`src/rtl/sym_game_sequencer.sv`:
```
// Round sequencer for the symbol-counting game: countdown, period, answer window, scoring, result.
// Every output is registered; symGenMax shrinks after each correct round down to a floor.
module sym_game_sequencer #(
  parameter int unsigned COUNTDOWN_SECS = 3,
  parameter int unsigned PERIOD_SECS    = 15,
  parameter int unsigned ANSWER_SECS    = 10,
  parameter int unsigned RESULT_SECS    = 2,
  parameter int unsigned NUM_ROUNDS     = 5,
  parameter logic [31:0] BASE_GEN_MAX   = 32'd100_000_000,
  parameter logic [31:0] GEN_MAX_STEP   = 32'd10_000_000,
  parameter logic [31:0] MIN_GEN_MAX    = 32'd20_000_000
) (
  input  logic        Clk100M,
  input  logic        Reset,
  input  logic        tick1Hz,
  input  logic        startBtn,
  input  logic        submitBtn,
  input  logic [7:0]  answerIn,
  input  logic        periodDone,
  input  logic [7:0]  numSpecial,
  output logic        gameSig,
  output logic        answerSig,
  output logic [31:0] symGenMax,
  output logic [3:0]  round,
  output logic [7:0]  score,
  output logic [7:0]  expected,
  output logic        correct,
  output logic        resultValid,
  output logic        gameOver,
  output logic        errFlag,
  output logic [7:0]  secLeft,
  output logic [2:0]  state
);

  typedef enum logic [2:0] {
    S_IDLE      = 3'd0,
    S_COUNTDOWN = 3'd1,
    S_RUN       = 3'd2,
    S_ANSWER    = 3'd3,
    S_RESULT    = 3'd4,
    S_DONE      = 3'd5,
    S_ERROR     = 3'd6
  } state_t;

  state_t      cur_state, nxt_state;
  logic [3:0]  nxt_round;
  logic [7:0]  nxt_score, nxt_expected, nxt_sec;
  logic [31:0] nxt_gen_max;
  logic        nxt_correct, nxt_game;
  logic        tick_last, answer_match;
  logic [7:0]  sec_dec;
  logic [32:0] gen_diff;
  logic [31:0] gen_next;

  assign state = cur_state;

  // A tick on the final second ends a timed state; otherwise it just counts down.
  assign tick_last    = tick1Hz && (secLeft == 8'd1);
  assign sec_dec      = (tick1Hz && secLeft != 8'd0) ? secLeft - 8'd1 : secLeft;
  assign answer_match = (answerIn == expected);

  // 33-bit subtraction so a step larger than the current value clamps to the floor.
  assign gen_diff = {1'b0, symGenMax} - {1'b0, GEN_MAX_STEP};
  assign gen_next = (gen_diff[32] || gen_diff[31:0] < MIN_GEN_MAX) ? MIN_GEN_MAX : gen_diff[31:0];

  always_ff @(posedge Clk100M) begin
    if (Reset) begin
      cur_state   <= S_IDLE;
      round       <= 4'd0;
      score       <= 8'd0;
      expected    <= 8'd0;
      secLeft     <= 8'd0;
      symGenMax   <= BASE_GEN_MAX;
      correct     <= 1'b0;
      gameSig     <= 1'b0;
      answerSig   <= 1'b0;
      resultValid <= 1'b0;
      gameOver    <= 1'b0;
      errFlag     <= 1'b0;
    end else begin
      cur_state   <= nxt_state;
      round       <= nxt_round;
      score       <= nxt_score;
      expected    <= nxt_expected;
      secLeft     <= nxt_sec;
      symGenMax   <= nxt_gen_max;
      correct     <= nxt_correct;
      gameSig     <= nxt_game;
      answerSig   <= (nxt_state == S_ANSWER);
      resultValid <= (nxt_state == S_RESULT);
      gameOver    <= (nxt_state == S_DONE);
      errFlag     <= (nxt_state == S_ERROR);
    end
  end

  always_comb begin
    nxt_state    = cur_state;
    nxt_round    = round;
    nxt_score    = score;
    nxt_expected = expected;
    nxt_sec      = sec_dec;
    nxt_gen_max  = symGenMax;
    nxt_correct  = correct;
    nxt_game     = 1'b0;

    case (cur_state)
      S_IDLE, S_DONE, S_ERROR: begin
        nxt_sec = 8'd0;
        if (startBtn) begin
          nxt_state   = S_COUNTDOWN;
          nxt_round   = 4'd0;
          nxt_score   = 8'd0;
          nxt_correct = 1'b0;
          nxt_gen_max = BASE_GEN_MAX;
          nxt_sec     = 8'(COUNTDOWN_SECS);
        end
      end
      S_COUNTDOWN: begin
        if (tick_last) begin
          nxt_state = S_RUN;
          nxt_sec   = 8'(PERIOD_SECS + 2);
          nxt_game  = 1'b1;
        end
      end
      S_RUN: begin
        if (periodDone) begin
          nxt_state    = S_ANSWER;
          nxt_expected = numSpecial;
          nxt_sec      = 8'(ANSWER_SECS);
        end else if (tick_last) begin
          nxt_state = S_ERROR;
          nxt_sec   = 8'd0;
        end
      end
      S_ANSWER: begin
        if (submitBtn) begin
          nxt_state   = S_RESULT;
          nxt_correct = answer_match;
          if (answer_match && score != 8'hFF)
            nxt_score = score + 8'd1;
          nxt_sec = 8'(RESULT_SECS);
        end else if (tick_last) begin
          nxt_state   = S_RESULT;
          nxt_correct = 1'b0;
          nxt_sec     = 8'(RESULT_SECS);
        end
      end
      S_RESULT: begin
        if (tick_last) begin
          if (round == 4'(NUM_ROUNDS - 1)) begin
            nxt_state = S_DONE;
            nxt_sec   = 8'd0;
          end else begin
            nxt_state = S_COUNTDOWN;
            nxt_round = round + 4'd1;
            nxt_sec   = 8'(COUNTDOWN_SECS);
            if (correct)
              nxt_gen_max = gen_next;
          end
        end
      end
      default: begin
        nxt_state = S_IDLE;
        nxt_sec   = 8'd0;
      end
    endcase
  end

endmodule
```
`config.mk`:
```
export PLATFORM = sky130hd
export DESIGN_NAME = sym_game_sequencer
export DESIGN_NICKNAME = d
export VERILOG_FILES = /design/src/rtl/sym_game_sequencer.sv
export SDC_FILE = /design/constraint.sdc
export NUM_CORES = 1
export LEC_CHECK = 0
export ABC_CLOCK_PERIOD_IN_PS = 2600
export CAP_MARGIN = 25
export CORE_ASPECT_RATIO = 2
export CORE_UTILIZATION = 25
export DETAILED_ROUTE_END_ITERATION = 6
export PLACE_DENSITY = 0.56
export SETUP_SLACK_MARGIN = 0.5
export SLEW_MARGIN = 20
export SYNTH_ARGS = -nofsm -noshare
export SYNTH_HDL_FRONTEND = slang
export SYNTH_SLANG_ARGS = --single-unit
```
`constraint.sdc`:
```
create_clock -name Clk100M -period 2.6 [get_ports Clk100M]
set_input_delay 0.39 -clock Clk100M [delete_from_list [all_inputs] [get_ports Clk100M]]
set_output_delay 0.39 -clock Clk100M [all_outputs]
set_load 0.01 [all_outputs]
```
==> results.toml <==
[floorplan]
core_um2 = 14900
initial_utilization_pct = 25.83
die_h_um = 177.4
die_area_um2 = 15920
rows = 63
fp.dieW_um = 89.72
ios = 91

[synth]
async_reset_ff_share_pct = 0
seq_area_frac_synth_pct = 32.26
synth_area_um2 = 3847
synth-edff-count = 0
ys_types = 83
ys_seq_elements = 62
synth_cells = 480
syn_area_per_cell_um2 = 8.016
yosysWarnings = 0
synthFlopType = "dfxtp_1"

[detailed_routing]
vias_per_cell = 4.945
wl_per_cell_um = 16.37
firstDrtPassIters = 5
ant_nets = 0
routed_wl_um = 14050
drt_iter0_drc = 174
via_count = 4243
drc_errors = 0

[cells_and_area]
design_area_um2 = 6426
area_growth_pct = 67.02
antenna_cells = 0
final_net_count = 686
drive_gt1_share_pct = 34.84

[setup_path]
worstPathRequired_ps = 2810
critPathLaunchType = "register"
rrSetupSlack_ps = -250
worstPathArrival_ps = 3060
critical_path.max_fanout = 5
worstSetupEndpointType = "register"
criticalPathCategory = "register to register"

[pwr]
ir_worst_vdd_v = 0.0003248
p_leak_uw = 0.002361
total_power_uw = 2787
power_density_nw_per_um2 = 433.7

[flow_run]
cap_violations = 0

[global_route]
grt-ovfl-total = 0
grt_pass1_wl_um = 21890
use_met2_pct = 36.03
antenna_found_initial = 0
grt_pass1_vias = 4400
grt_usage_pct = 17.27
grtUsageMet1_pct = 15.26
top_usage_layer = "met2"
grt_max_degree = 21
use_met3_pct = 3.299

[placed_design]
place_area_um2 = 5519
portBuffers = 83
gp_congestion = 0.8667
dp_hpwl_um = 10650

[timing]
setup_viol = 24
max_slew_margin_pct = 64.86
rsz0062_at_grt = "yes"
max_freq_mhz = 350.3
period_share_pct = 109.8
slew_violations = 0
setup_tns_ps = -3689
final.min_clock_period_ps = 2855
timing.final.ws_setup_ps = -254.8
tightest_slew_ps = 524.7
fin_worst_skew_ps = 10.40
hold_violations = 0

[clock_tree]
cts-root-buf = "clkbuf_16"
cts_tree = "done"
path_clk_slew_ps = 50
clock_path_buffers = 2
insertion_delay_ps = 320
cts_hold_buf = 0
cts_buffers = 9
h-tree-depth = 3
clock_sinks = 62

[hold_path]
hold_path.class = "register to register"

[outcome]
violations = "setup timing"
status = "finished, violations left"
[kinds of logic after synthesis]
kind of cell / Yosys count / share of synthesized area [%]
compound gates: 139 / 25.37
xor+xnor: 27 / 6.146
fa+ha+maj: 6 / 1.951
buf+inv: 53 / 7.024
flops: 62 / 32.26
mux: 1 / 0.2602
other cells: 1 / 0.09747
simple gates: 191 / 26.89
[worst max-delay path, cell delays in order, from the launching register on]
cell and delay [ps]:
dfxtp_4 360, inv_4 40, ha_4 230, nor2b_4 120, nand3b_1 150, a2111o_1 360, a41o_1 240, a32oi_2 220
o31ai_4 100, a2111oi_4 370, buf_6 180, buf_12 120, a21oi_1 70, o21a_1 180
[repair_timing]
action | CTS | global route
gates resized for setup | 41 | 62
cloned | 0 | 2
endpoints found under the hold margin | 0 | 0
endpoints found under the setup margin | 46 | 48
pin swaps | 18 | 30
buffers inserted | 7 | 13
[flip-flops by register name, indices dropped and copies added (netlist names)]
register,count
errFlag,1
secLeft,8
round,4
state,3
score,8
symGenMax,25
correct,1
gameOver,1
expected,8
resultValid,1
answerSig,1
gameSig,1
[final cells by class]
type                            count  area, um^2
Fill cell                        1462        8472
Multi-Input combinational cell    371        2786
Timing Repair Buffer              195        1778
Sequential cell                    62        1259
Tap cell                          195       244.0
Clock buffer                       12       236.5
Inverter                           19       76.32
Clock inverter                      4       46.29
[path summary, 6_finish.rpt]
| path | start | end | depth (start not counted) |
|---|---|---|---|
| hold / removal | expected[4]$_SDFFE_PP0P_ | expected[4]$_SDFFE_PP0P_ | 2 |
| setup reg to reg | symGenMax[8]$_SDFFE_PP1P_ | symGenMax[16]$_SDFFE_PP1P_ | 13 |
| setup / recovery | symGenMax[8]$_SDFFE_PP1P_ | symGenMax[16]$_SDFFE_PP1P_ | 13 |
| hold reg to reg | expected[4]$_SDFFE_PP0P_ | expected[4]$_SDFFE_PP0P_ | 2 |
[power by group]
part / switching (uW) / internal, uW
Sequential: 30.7 / 973
Clock: 424 / 740
Combinational: 300 / 319
[layout by cell type, fill, tap and decap left out, types with 11 or more instances in the layout]
cell and instances:
nand3_1 14, buf_4 92, inv_1 16, clkbuf_16 11, xnor2_1 11, xor2_1 16
nor2_1 32, nand2b_1 16, buf_6 17, a21oi_1 36, nand2_1 45, a21oi_2 16
clkdlybuf4s50_1 79, dfxtp_1 54
[per-layer routing]
metal	up-vias	routed length, um
li1	2067	-
met1	2020	4620
met2	116	8383
met3	40	482
met4	0	563
met5	-	0
[cell usage after synthesis, types with 4 or more instances]
cell / n / area (um^2)
nand2_1: 50 / 187.7
nand2b_1: 17 / 106.4
a21oi_2: 4 / 35.03
xor2_1: 16 / 140.1
nor4_1: 6 / 37.54
clkbuf_1: 12 / 45.04
nand4_1: 7 / 43.79
buf_4: 11 / 82.58
dfxtp_1: 62 / 1241
xnor2_1: 11 / 96.34
o21ai_0: 16 / 80.08
nor3_1: 10 / 50.05
ha_1: 6 / 75.07
and3_1: 5 / 31.28
inv_1: 19 / 71.32
a21o_1: 4 / 30.03
nand3_1: 16 / 80.08
o21a_1: 7 / 52.55
a21oi_1: 49 / 245.2
or3_1: 7 / 43.79
o22ai_1: 4 / 25.02
o21ai_1: 4 / 20.02
a211o_1: 4 / 35.03
a31oi_1: 4 / 25.02
nor2b_1: 5 / 31.28
nor2_1: 36 / 135.1
[through the flow]
| stage | hold slack [ps] | std cells | setup slack, ps | util (%) |
|---|---|---|---|---|
| finish | 483.7 | 858 | -254.8 | 43.13 |
| global route | 499.9 | 858 | -367.2 | 43.13 |
| CTS | 487.2 | 843 | -272.9 | 40.21 |
| detailed placement | 480.4 | 820 | -315.4 | 37.05 |
| global placement | 477.7 | 820 | -237.0 | 37.05 |
| floorplan | 503.3 | 486 | -24.11 | - |
Power figures use the tool's default switching activity.
